`src/rtl/multififo_rd_sched.sv`:
```
// Read-side burst scheduler for the 1-write/8-read multififo.
// Optional counters: define MULTIFIFO_RD_SCHED_STATS_EN.
module multififo_rd_sched #(
  parameter int WIDTH   = 32,
  parameter int MAXRD   = 8,
  parameter int TIMEOUT = 16
) (
  input  logic                   clk,
  input  logic                   rst_n,
  input  logic                   softreset,
  input  logic [15:0]            fifo_count,
  input  logic [WIDTH*MAXRD-1:0] fifo_dout,
  output logic [3:0]             fifo_reads,
  input  logic [3:0]             burst_len,
  output logic                   out_valid,
  input  logic                   out_ready,
  output logic [WIDTH*MAXRD-1:0] out_data,
  output logic [3:0]             out_num,
  output logic                   out_flush,
`ifdef MULTIFIFO_RD_SCHED_STATS_EN
  input  logic                   stat_clr,
  output logic [31:0]            stat_bursts,
  output logic [31:0]            stat_flushes,
`endif
  output logic                   busy
);

  typedef enum logic [1:0] {IDLE, ACCUM, FLUSH} state_t;

  localparam int TW = $clog2(TIMEOUT) + 1;
  localparam logic [TW-1:0] TLIM = TW'(TIMEOUT - 1);
  localparam logic [3:0] MAXL = 4'(MAXRD);

  state_t state_q, state_d;
  logic [TW-1:0] timer_q, timer_d, tinc;
  logic [15:0] cnt_q;
  logic [3:0] len_q, len, n;
  logic [15:0] len16;
  logic slot_free, clr;
  logic out_valid_q, out_flush_q, flush_d;
  logic [3:0] out_num_q;
  logic [WIDTH*MAXRD-1:0] out_data_q, data_d;

  assign clr = !rst_n || softreset;
  assign len = (burst_len == 4'd0) ? 4'd1 :
               (burst_len > MAXL) ? MAXL : burst_len;
  assign len16 = {12'd0, len};
  assign slot_free = !out_valid_q || out_ready;
  assign tinc = (timer_q == TLIM) ? TLIM : timer_q + 1'b1;

  always_comb begin
    n = 4'd0;
    if (slot_free && fifo_count >= len16)
      n = len;
    else if (slot_free && state_q == FLUSH && fifo_count != 16'd0)
      n = (fifo_count < len16) ? fifo_count[3:0] : len;
  end

  assign fifo_reads = n;
  assign flush_d = (state_q == FLUSH) && (n < len);

  always_comb begin
    data_d = '0;
    for (int k = 0; k < MAXRD; k++)
      if (4'(k) < n)
        data_d[k*WIDTH +: WIDTH] = fifo_dout[k*WIDTH +: WIDTH];
  end

  // A count or length change restarts the partial-burst wait.
  always_comb begin
    state_d = state_q;
    timer_d = timer_q;
    if (fifo_count == 16'd0) begin
      state_d = IDLE;
      timer_d = '0;
    end else if (fifo_count >= len16) begin
      state_d = ACCUM;
      timer_d = '0;
    end else if (state_q == FLUSH) begin
      state_d = (n != 4'd0) ? ACCUM : FLUSH;
      timer_d = (n != 4'd0) ? '0 : tinc;
    end else if (fifo_count != cnt_q || len != len_q) begin
      state_d = ACCUM;
      timer_d = '0;
    end else begin
      timer_d = tinc;
      state_d = (tinc == TLIM) ? FLUSH : ACCUM;
    end
  end

  always_ff @(posedge clk) begin
    if (clr) begin
      state_q     <= IDLE;
      timer_q     <= '0;
      cnt_q       <= '0;
      len_q       <= '0;
      out_valid_q <= 1'b0;
      out_data_q  <= '0;
      out_num_q   <= '0;
      out_flush_q <= 1'b0;
    end else begin
      state_q <= state_d;
      timer_q <= timer_d;
      cnt_q   <= fifo_count;
      len_q   <= len;
      if (n != 4'd0) begin
        out_valid_q <= 1'b1;
        out_data_q  <= data_d;
        out_num_q   <= n;
        out_flush_q <= flush_d;
      end else if (out_ready) begin
        out_valid_q <= 1'b0;
      end
    end
  end

  assign out_valid = out_valid_q;
  assign out_data  = out_data_q;
  assign out_num   = out_num_q;
  assign out_flush = out_flush_q;
  assign busy      = (state_q != IDLE) || out_valid_q;

`ifdef MULTIFIFO_RD_SCHED_STATS_EN
  logic [31:0] bursts_q, flushes_q;

  always_ff @(posedge clk) begin
    if (clr || stat_clr) begin
      bursts_q  <= '0;
      flushes_q <= '0;
    end else if (n != 4'd0) begin
      if (flush_d) flushes_q <= flushes_q + 32'd1;
      else         bursts_q  <= bursts_q + 32'd1;
    end
  end

  assign stat_bursts  = bursts_q;
  assign stat_flushes = flushes_q;
`endif

endmodule

```
`config.mk`:
```
export PLATFORM = sky130hd
export DESIGN_NAME = multififo_rd_sched
export DESIGN_NICKNAME = d
export VERILOG_FILES = /design/src/rtl/multififo_rd_sched.sv
export SDC_FILE = /design/constraint.sdc
export NUM_CORES = 1
export LEC_CHECK = 0
export CORE_AREA = 4 4 213 215
export CTS_BUF_LIST = sky130_fd_sc_hd__clkbuf_4 sky130_fd_sc_hd__clkbuf_8
export DETAILED_ROUTE_END_ITERATION = 7
export DIE_AREA = 0 0 217 219
export GPL_TIMING_DRIVEN = 0
export HOLD_SLACK_MARGIN = 0.02
export PLACE_DENSITY = 0.59
export SLEW_MARGIN = 20
export SYNTH_ARGS = -nofsm -noshare
export SYNTH_HDL_FRONTEND = slang
export SYNTH_SLANG_ARGS = --single-unit
export TNS_END_PERCENT = 100
```
`constraint.sdc`:
```
create_clock -name clk -period 14.6 [get_ports clk]
set_input_delay 3.65 -clock clk [delete_from_list [all_inputs] [get_ports clk]]
set_output_delay 3.65 -clock clk [all_outputs]
set_load 0.03 [all_outputs]
```
==> impl_metrics.ini <==
[floorplanning]
ioPinCount = 547
coreArea_sq_um = 43700
die_height_microns = 219
start_util = 0.223
die_w_microns = 217
rows = 77
die_area_sq_um = 47500

[clock_network]
cts_hold_buf = 0
tritoncts = done
clk_path_buf_depth = 3
cts_resized = 0
cts_buffers = 52
postCtsSetupRepairBufs = 0
clk_latency_ns = 0.60
cts_root_buffer = clkbuf_8
clkTransAtPathRegs_ns = 0.06
clock-sinks = 289
h-tree-depth = 2

[sta]
fin_ws_ns = 3.19
slew_headroom = 0.413
whs_ns = 0.456
finalMaxSlewViolations = 0
period_minus_slack_ns = 11.41
post-route-period-util = 0.782
final.setup_skew_ns = 0.0142
setup_viol = 0
finalSetupTns_ns = 0
finalHoldViolations = 0
max_freq_mhz = 87.6
worst_pin_slew_ns = 0.881
rsz0062_at_grt = false

[synthesis]
ys_seq_area_frac = 0.592
synth_warnings = 0
syn-cell-area_sq_um = 9770
synth_top_flop_cell = dfxtp_1
synth.area.top_cells = dfxtp_1 (59%), a22o_1 (20%), nand2_1 (2.9%)
synth_nets = 1141
synthDistinctLibCells = 52
synthArstFlopShare = 0
synth-seq-cells = 289
syn_area_per_cell_sq_um = 11.5
synth_area_leader_cell = dfxtp_1
netlist.area_leader.share = 0.592
synth_edf_count = 0
synthCells = 853

[route]
ant_nets = 0
vias = 9186
drtIter0Drc = 394
avgViaCountPerCell = 4.40
drt-total-wl_microns = 40800
drc = 0
drtPass1Iterations = 4
wl_per_cell_microns = 19.5

[place]
place.gp.congestion = 0.828
dpl_worst_slack_ns = 3.22
hpwl_microns = 31800
port_buffers = 544

[worst_setup_path]
worstSetupPathType = in2out
crit_chain = clkdlybuf4s50_1, clkbuf_1, inv_1, nand2_1, inv_1, ha_1, nand2b_4, a2111oi_4, o2111a_1, buf_6, buf_8, buf_4, nor2_1, a31oi_1, nor2_1, clkdlybuf4s50_1
cp.arrival_ns = 7.76
end_kind = primary output
critical_path.max_stage_delay_ns = 0.64
worst_setup_path_start_kind = input pin
cpLargestDelayFamily = buffers and inverters
worst-path-max-fanout = 10
cpMaxStageDelayCell = clkdlybuf4s50_1
crit_buf_inv = 8
cp.required_ns = 10.95

[power_and_ir_drop]
ir_drop_mv = 0.0662
p_per_area_nw_per_um2 = 113
comb_power_share = 0.139
switchingPower_mw = 0.493
switching_share = 0.255
clkPwrFrac = 0.429
power_frac_seq = 0.432
leakage_nw = 6.73
p_int_mw = 1.44

[finish]
syn_to_final_growth_pct = 75.2
final_nets = 1739
drive_gt1_frac = 0.108
antenna_cells = 0
nFillCells = 4402

[worst_hold_path]
hold_class = reg2reg

[global_routing]
antenna_found_initial = 3
grt_max_degree = 14
grt_pass1_wl_microns = 58700
gr-total-overflow = 0
grt_pass1_vias = 9332
grt_usage = 0.160

[job]
maxCapViolCount = 0

[run_status]
status = finished, final reports clean
power groups by stage:
stage	combinational (mW)	clock [mW]	sequential (mW)
after floorplan	0.0584	0	0.902
after global placement	0.268	0	0.850
after detailed placement	0.269	0	0.850
after CTS	0.271	0.857	0.834
after global routing	0.282	0.889	0.837
final	0.268	0.828	0.834
registers in the layout (all words and copies together) (netlist names):
name / flops
state_q: 2
timer_q: 5
out_num: 4
len_q: 4
out_data: 256
cnt_q: 16
out_flush: 1
out_valid: 1
metal layers:
| layer | up-vias | global-route usage | share of wire |
|---|---|---|---|
| met4 | 6 | 0.0596 | 0.031 |
| met1 | 4310 | 0.183 | 0.40 |
| met2 | 424 | 0.271 | 0.47 |
| li1 | 4363 | - | - |
| met5 | - | 0 | 0.00091 |
| met3 | 83 | 0.0622 | 0.097 |
per-stage QoR:
step | instances | util | power (mW) | area (sq um)
2_1_floorplan | 853 | - | 0.960 | 9770
3_3_place_gp | 1989 | 0.365 | 1.12 | 16000
3_5_place_dp | 1989 | 0.365 | 1.12 | 16000
4_1_cts | 2087 | 0.391 | 1.96 | 17100
5_1_grt | 2087 | 0.391 | 2.01 | 17100
6_report | 2087 | 0.391 | 1.93 | 17100
layout by cell type, fill, tap and decap left out, drive strengths merged, types with 2 or more instances in the layout:
| cell type | instances |
|---|---|
| a31oi | 2 |
| buf | 55 |
| clkbuf | 100 |
| nor2 | 24 |
| o21a | 3 |
| o211ai | 2 |
| dfxtp | 289 |
| o2111ai | 2 |
| clkinv | 11 |
| clkinvlp | 2 |
| nand3 | 5 |
| mux2 | 2 |
| o21ai | 6 |
| nand2b | 8 |
| a22o | 224 |
| nand4 | 4 |
| xor2 | 19 |
| nor2b | 4 |
| a211oi | 5 |
| clkdlybuf4s50 | 544 |
| xnor2 | 2 |
| or3 | 3 |
| nor4 | 9 |
| inv | 4 |
| a21o | 3 |
| and2 | 15 |
| and3 | 2 |
| a21oi | 40 |
| nor3 | 6 |
| a2111oi | 3 |
| nand2 | 75 |
| o31ai | 3 |
| ha | 8 |
synth_stat cells (3+ instances only):
library cell	count
xor2_1	19
o21a_1	3
or3_1	3
a21oi_1	37
a211oi_1	4
inv_1	4
o31ai_1	3
buf_4	14
nand4_1	4
nor4_1	9
ha_1	8
nor2b_1	4
o21ai_0	6
clkbuf_1	16
and2_1	15
buf_6	4
buf_1	3
a22o_1	224
nand2b_1	7
buf_2	33
a21o_1	3
nand2_1	75
dfxtp_1	289
nand3_1	5
nor2_1	23
nor3_1	5
cell families after synthesis:
| group | synth area share |
|---|---|
| buffers and inverters | 0.0426 |
| XOR/XNOR | 0.0188 |
| AO/OA/AOI/OAI | 0.255 |
| flip-flops | 0.592 |
| multiplexers | 0.00333 |
| adder cells (fa/ha/maj) | 0.0102 |
| AND/OR/NAND/NOR | 0.0781 |
path summary, 6_finish.rpt:
| kind | start | end | slack (ns) | depth (start not counted) |
|---|---|---|---|---|
| setup / recovery | burst_len[3] | fifo_reads[0] | 3.19 | 16 |
| hold reg to reg | out_data[5]$_SDFFE_PP0N_ | out_data[5]$_SDFFE_PP0N_ | 0.46 | 2 |
| setup reg to reg | out_valid$_SDFFE_PP0P_ | out_data[60]$_SDFFE_PP0N_ | 12.13 | 6 |
| hold / removal | out_data[5]$_SDFFE_PP0N_ | out_data[5]$_SDFFE_PP0N_ | 0.46 | 2 |
worst register-to-register path, cell delays in order (launching register included):
cell and delay, ns:
dfxtp_1 0.33, nand2b_1 0.07, clkbuf_1 0.34, nand2_1 0.35
nor2_1 0.76, buf_2 0.38, a22o_1 0.16
area by class of cell:
class	instances	area, sq um	share of cell area
plain buffers	71	402	0.0235
clock buffers	84	1060	0.0620
clock inverters	14	104	0.00606
inverters	4	15.0	0.000877
multi-input cells	489	3570	0.208
flip-flops and latches	289	5790	0.338
well taps	592	741	0.0433
repair buffers	544	5450	0.318
Power figures use the tool's default switching activity.
